===== src/rtl/marquee_pkg.sv =====
// ============================================================================
// marquee_pkg : shared FSM encoding, blank character and default parameters
//               for the marquee_feeder scrolling-text source.
// Revision    : 1.0 - initial release
// ============================================================================
`default_nettype none

package marquee_pkg;

  typedef enum logic [1:0] {
    ST_IDLE   = 2'd0,
    ST_LOAD   = 2'd1,
    ST_SCROLL = 2'd2,
    ST_FLUSH  = 2'd3
  } state_t;

  localparam logic [7:0] ASCII_BLANK    = 8'h20;
  localparam int         DEFAULT_DEPTH  = 64;
  localparam int         DEFAULT_TICK_W = 23;
  localparam int         DEFAULT_PAD    = 4;

endpackage

`default_nettype wire


===== src/rtl/marquee_tick.sv =====
// ============================================================================
// marquee_tick : free-running TICK_W-bit prescaler; tick_o is high for the
//                single clock in which the counter reads all-ones.
// Revision     : 1.0 - initial release
// ============================================================================
`default_nettype none

module marquee_tick #(
  parameter int TICK_W = 23
) (
  input  logic clk,
  input  logic rst,
  output logic tick_o
);

  logic [TICK_W-1:0] cnt_q;

  always_ff @(posedge clk or posedge rst) begin
    if (rst) begin
      cnt_q <= '0;
    end else begin
      cnt_q <= cnt_q + TICK_W'(1);
    end
  end

  assign tick_o = &cnt_q;

endmodule

`default_nettype wire


===== src/rtl/marquee_feeder.sv =====
// ============================================================================
// marquee_feeder : buffers one ASCII message and replays it one character per
//                  prescaler tick, followed by PAD blanks. Defining
//                  MARQUEE_LOOP_EN makes the message repeat until reset.
// Revision       : 1.0 - initial release
// ============================================================================
`default_nettype none

module marquee_feeder
  import marquee_pkg::*;
#(
  parameter int DEPTH  = DEFAULT_DEPTH,
  parameter int TICK_W = DEFAULT_TICK_W,
  parameter int PAD    = DEFAULT_PAD
) (
  input  logic       clk,
  input  logic       rst,
  input  logic       wr_valid,
  input  logic [7:0] wr_data,
  input  logic       wr_last,
  output logic       wr_ready,
  output logic [7:0] ascii_out,
  output logic       shift_en,
  output logic       busy
);

  localparam int              AW         = $clog2(DEPTH);
  localparam int              PW         = (PAD > 1) ? $clog2(PAD) : 1;
  localparam logic [AW:0]     C_DEPTH    = (AW+1)'(DEPTH);
  localparam logic [PW-1:0]   C_PAD_LAST = PW'(PAD - 1);

  state_t          state_q, state_d;
  logic [AW:0]     wr_cnt_q, wr_cnt_d;
  logic [AW:0]     msg_len_q, msg_len_d;
  logic [AW-1:0]   rd_ptr_q, rd_ptr_d;
  logic [PW-1:0]   pad_cnt_q, pad_cnt_d;
  logic [7:0]      ascii_q, ascii_d;
  logic            shift_q, shift_d;
  logic [7:0]      mem_q [DEPTH];

  logic            w_tick;
  logic            w_wr_en;
  logic [AW:0]     w_wr_cnt_nxt;
  logic            w_msg_done;
  logic            w_last_char;
  logic            w_last_pad;

  marquee_tick #(.TICK_W(TICK_W)) u_tick (
    .clk    (clk),
    .rst    (rst),
    .tick_o (w_tick)
  );

  // Reaching DEPTH characters always ends loading, so LOAD is never full.
  assign wr_ready     = (state_q == ST_IDLE) || (state_q == ST_LOAD);
  assign busy         = (state_q == ST_SCROLL) || (state_q == ST_FLUSH);
  assign w_wr_en      = wr_valid & wr_ready;
  assign w_wr_cnt_nxt = wr_cnt_q + (AW+1)'(1);
  assign w_msg_done   = w_wr_en & (wr_last | (w_wr_cnt_nxt == C_DEPTH));
  assign w_last_char  = (({1'b0, rd_ptr_q} + (AW+1)'(1)) == msg_len_q);
  assign w_last_pad   = (pad_cnt_q == C_PAD_LAST);
  assign ascii_out    = ascii_q;
  assign shift_en     = shift_q;

  always_ff @(posedge clk) begin
    if (w_wr_en) begin
      mem_q[wr_cnt_q[AW-1:0]] <= wr_data;
    end
  end

  always_ff @(posedge clk or posedge rst) begin
    if (rst) begin
      state_q   <= ST_IDLE;
      wr_cnt_q  <= '0;
      msg_len_q <= '0;
      rd_ptr_q  <= '0;
      pad_cnt_q <= '0;
      ascii_q   <= ASCII_BLANK;
      shift_q   <= 1'b0;
    end else begin
      state_q   <= state_d;
      wr_cnt_q  <= wr_cnt_d;
      msg_len_q <= msg_len_d;
      rd_ptr_q  <= rd_ptr_d;
      pad_cnt_q <= pad_cnt_d;
      ascii_q   <= ascii_d;
      shift_q   <= shift_d;
    end
  end

  always_comb begin
    state_d = state_q;
    case (state_q)
      ST_IDLE, ST_LOAD: begin
        if (w_msg_done) begin
          state_d = ST_SCROLL;
        end else if (w_wr_en) begin
          state_d = ST_LOAD;
        end
      end
      ST_SCROLL: begin
        if (w_tick && w_last_char) begin
          state_d = ST_FLUSH;
        end
      end
      ST_FLUSH: begin
        if (w_tick && w_last_pad) begin
`ifdef MARQUEE_LOOP_EN
          state_d = ST_SCROLL;
`else
          state_d = ST_IDLE;
`endif
        end
      end
      default: state_d = ST_IDLE;
    endcase
  end

  // Output registers load only on a tick, so ascii_out holds between ticks.
  always_comb begin
    wr_cnt_d  = wr_cnt_q;
    msg_len_d = msg_len_q;
    rd_ptr_d  = rd_ptr_q;
    pad_cnt_d = pad_cnt_q;
    ascii_d   = ascii_q;
    shift_d   = 1'b0;
    if (w_wr_en) begin
      wr_cnt_d = w_wr_cnt_nxt;
      if (w_msg_done) begin
        msg_len_d = w_wr_cnt_nxt;
      end
    end
    if (w_tick) begin
      case (state_q)
        ST_SCROLL: begin
          ascii_d   = mem_q[rd_ptr_q];
          shift_d   = 1'b1;
          rd_ptr_d  = w_last_char ? '0 : rd_ptr_q + AW'(1);
          pad_cnt_d = '0;
        end
        ST_FLUSH: begin
          ascii_d   = ASCII_BLANK;
          shift_d   = 1'b1;
          pad_cnt_d = w_last_pad ? '0 : pad_cnt_q + PW'(1);
`ifndef MARQUEE_LOOP_EN
          if (w_last_pad) begin
            wr_cnt_d = '0;
          end
`endif
        end
        default: ;
      endcase
    end
  end

endmodule

`default_nettype wire

===== config.mk =====
export PLATFORM = sky130hd
export DESIGN_NAME = marquee_feeder
export DESIGN_NICKNAME = d
export VERILOG_FILES = /design/src/rtl/marquee_pkg.sv /design/src/rtl/marquee_tick.sv /design/src/rtl/marquee_feeder.sv
export SDC_FILE = /design/constraint.sdc
export NUM_CORES = 1
export LEC_CHECK = 0
export CORE_MARGIN = 2
export CORE_UTILIZATION = 45
export CTS_BUF_LIST = sky130_fd_sc_hd__clkbuf_4 sky130_fd_sc_hd__clkbuf_8
export DETAILED_ROUTE_END_ITERATION = 8
export GPL_ROUTABILITY_DRIVEN = 0
export HOLD_SLACK_MARGIN = 0.03
export SLEW_MARGIN = 20
export SYNTH_ARGS = -nofsm -noshare
export SYNTH_HDL_FRONTEND = slang
export SYNTH_SLANG_ARGS = --single-unit

===== constraint.sdc =====
create_clock -name clk -period 3.1 [get_ports clk]
set_clock_uncertainty 0.15 [all_clocks]
set_input_delay 0.62 -clock clk [delete_from_list [all_inputs] [get_ports clk]]
set_output_delay 0.62 -clock clk [all_outputs]
set_load 0.02 [all_outputs]

==> results.txt <==
status = complete, no violations
setup ws final = 0.161 ns
net count after synthesis = 1,256
core area = 0.0501 mm2
worst min-delay path class = in -> async
final hold violation count = 0
Clk Latency, worst-skew pair = 0.66 ns
Synth Instances = 1,240
CP Capture Type = register
largest net degree at the start of global routing = 65
first-pass GRT wire length = 79.8 mm
htree depth = 3
Yosys Warn Count = 0
Max clock buf depth = 3
data required time of the worst path = 3.49 ns
Tot Pwr = 14.8 mW
Vias = 12,100
Post-Synthesis Cell Area = 0.0228 mm2
via/cell ratio = 5.59
actual slew at the worst max-slew pin = 1.12 ns
Final Cycle Share = 94.8%
total grt overflow = 0
Post-Synth Adder-Cell Area = 0.219%
crit path time final = 2.94 ns
DRT Wirelength = 52.9 mm
CP Class = reg -> reg
commonest non-fill, non-tap cell in the layout = edfxtp_1
predominant post-synthesis flop cell = edfxtp_1
largest family of logic cells by synthesized area = multiplexers
Reg clk slew, reported paths = 0.07 ns
Synth Area in Compound Gates = 2.89%
maximum vdd drop = 0.000345 V
Num CTS Buffers = 92
Post-Place Worst Slack = -0.0182 ns
Die Ht = 229 um
count of cell types in the netlist = 63
post-synthesis mux area share = 14.1%
most frequent cells in the layout = 512 x edfxtp_1, 141 x buf_4, 108 x mux4_2
Detailed Routing Iterations Pass 1 = 5
# setup viols final = 0
WP data arrival = 3.33 ns
final instance area = 0.0265 mm2
Slew Limit Headroom = 25.7%
wire per inst = 24.3 um
nets = 1,450
Rows = 82
Post-synth EDFFs = 512
Synth async-reset ratio = 9.86%
GRT Overall Usage = 20.7%
max-slew violations = 0
crit-path max FO = 20
simple logic cell fraction of the synthesized area = 6.01%
initial core utilization = 45.6%
sequential area share after synthesis = 73.5%
Worst setup SP type = register
Pleak = 8.68 nW
DRT antenna net count = 0
vias in the first global route = 12,500
register bit count reported by yosys = 568
TNS Setup = 0 ns
die area = 0.0525 mm2
Starting DRT DRC Count = 1,219
area growth from synthesis to layout = 16.1%
number of port buffers = 22
P per Cell Area = 558 mW/mm2
fmax = 340 MHz
RSZ-0062 raised after global routing = false
# DRC = 0
hpwl dp = 34.0 mm
CTS sink count = 568
die width = 229 um
n_diodes = 0
Max Cap Viol = 0
xor/xnor cell area share of the yosys netlist = 1.53%
final hold slack = 0.185 ns
initial antenna violation count = 1
share of cells above drive strength 1 = 31.0%
Root Driver = clkbuf_8
io pins = 23
Mean Syn Cell Area = 18.4 um2
Area after DPL = 0.0247 mm2
CTS tree = built
Fill cells = 4,069
Post-CTS Setup Inserts = 0
[layout make-up]
class                   instances  area [um2]  area share (%)
clock inverters                22         108           0.406
inverters                       6        22.5          0.0850
multi-input cells             595        5660            21.3
clock buffers                 140        1680            6.32
repair buffers                171        1410            5.33
well taps                     672         841            3.17
flip-flops and latches        568       16800            63.3
[registers in the layout, indices dropped and copies added (netlist names)]
register      count
state_q           2
u_tick.cnt_q     23
mem_q           512
wr_cnt_q          7
ascii_out         8
pad_cnt_q         2
rd_ptr_q          6
shift_en          1
msg_len_q         7
[cells in the mapped netlist (all sizes together), types with 3 or more instances]
| cell type | number | area share, % |
|---|---|---|
| or2 | 3 | 0.082 |
| and4 | 3 | 0.13 |
| or4 | 3 | 0.13 |
| a2111oi | 8 | 0.31 |
| clkbuf | 24 | 0.39 |
| xnor2 | 26 | 1.0 |
| and2 | 4 | 0.11 |
| mux2i | 47 | 2.1 |
| or3 | 3 | 0.10 |
| a22o | 10 | 0.38 |
| nand3b | 3 | 0.099 |
| nor3 | 10 | 0.24 |
| and3 | 6 | 0.16 |
| xor2 | 14 | 0.54 |
| inv | 6 | 0.099 |
| ha | 4 | 0.22 |
| mux2 | 28 | 1.4 |
| a21oi | 5 | 0.11 |
| or3b | 3 | 0.12 |
| o22ai | 27 | 0.74 |
| nor4 | 11 | 0.33 |
| nand2 | 50 | 0.82 |
| nand4 | 10 | 0.34 |
| dfrtp | 55 | 6.0 |
| nor2b | 17 | 0.48 |
| buf | 47 | 1.3 |
| mux4 | 108 | 11 |
| nand3 | 28 | 0.66 |
| o21ai | 14 | 0.31 |
| nand2b | 15 | 0.41 |
| edfxtp | 512 | 67 |
| nor2 | 105 | 1.7 |
| a211oi | 9 | 0.30 |
[per-layer routing]
metal / GRT usage, % / vias up / wire (um)
met1: 29.5 / 6312 / 23600
met5: 0 / - / 9
met2: 31.6 / 401 / 24600
met4: 7.22 / 2 / 1550
li1: - / 5329 / -
met3: 4.48 / 104 / 3210
[metrics by stage]
step                      utilization (%)  cells
final                                52.9   2174
after global routing                 52.9   2174
after CTS                            52.9   2174
after detailed placement             49.4   2012
after global placement               49.4   2012
after floorplan                         -   1240
[worst paths after layout]
check | startpoint | to | slack [ns] | depth (start not counted)
max in group asynchronous | rst | u_tick.cnt_q[7]$_DFF_PP0_ | 1.89 | 3
min reg2reg | u_tick.cnt_q[15]$_DFF_PP0_ | u_tick.cnt_q[15]$_DFF_PP0_ | 0.31 | 1
max | rd_ptr_q[0]$_DFFE_PP0P_ | ascii_out[4]$_DFFE_PP0P_ | 0.16 | 8
max reg2reg | rd_ptr_q[0]$_DFFE_PP0P_ | ascii_out[4]$_DFFE_PP0P_ | 0.16 | 8
min | rst | ascii_out[0]$_DFFE_PP0P_ | 0.18 | 2
min in group clk | wr_data[3] | mem_q[29][3]$_DFFE_PP_ | 0.31 | 1
[logic make-up (layout without fill, tap and decap cells)]
kind of cell / count (synthesis) / after routing
DFF: 568 / 568
and+or+nand+nor: 276 / 276
muxes: 183 / 183
AOI/OAI and AO/OA: 92 / 92
buffers and inverters: 77 / 339
xor gates and xnor gates: 40 / 40
adders and majority gates: 4 / 4
[report_power, final]
group          total (mW)  switching, mW  leakage [nW]  internal, mW
sequential           8.36        0.00512          5.34          8.35
clock                6.26           2.83         0.944          3.43
combinational       0.165          0.137          2.40        0.0282
[critical path, cell delays in order, from the launching register on]
cell and delay [ns]:
dfrtp_4 0.65, buf_12 0.26, buf_12 0.20, mux4_2 0.52
mux2i_1 0.19, nor3_1 0.09, nor4_2 0.43, a211oi_1 0.13
a21o_1 0.16
[repair_timing]
action / CTS / global route
resized for setup: 1 / 0
hold buffers: 0 / 0
setup endpoints to repair: 1 / 0
(Power assumes the default switching activity.)
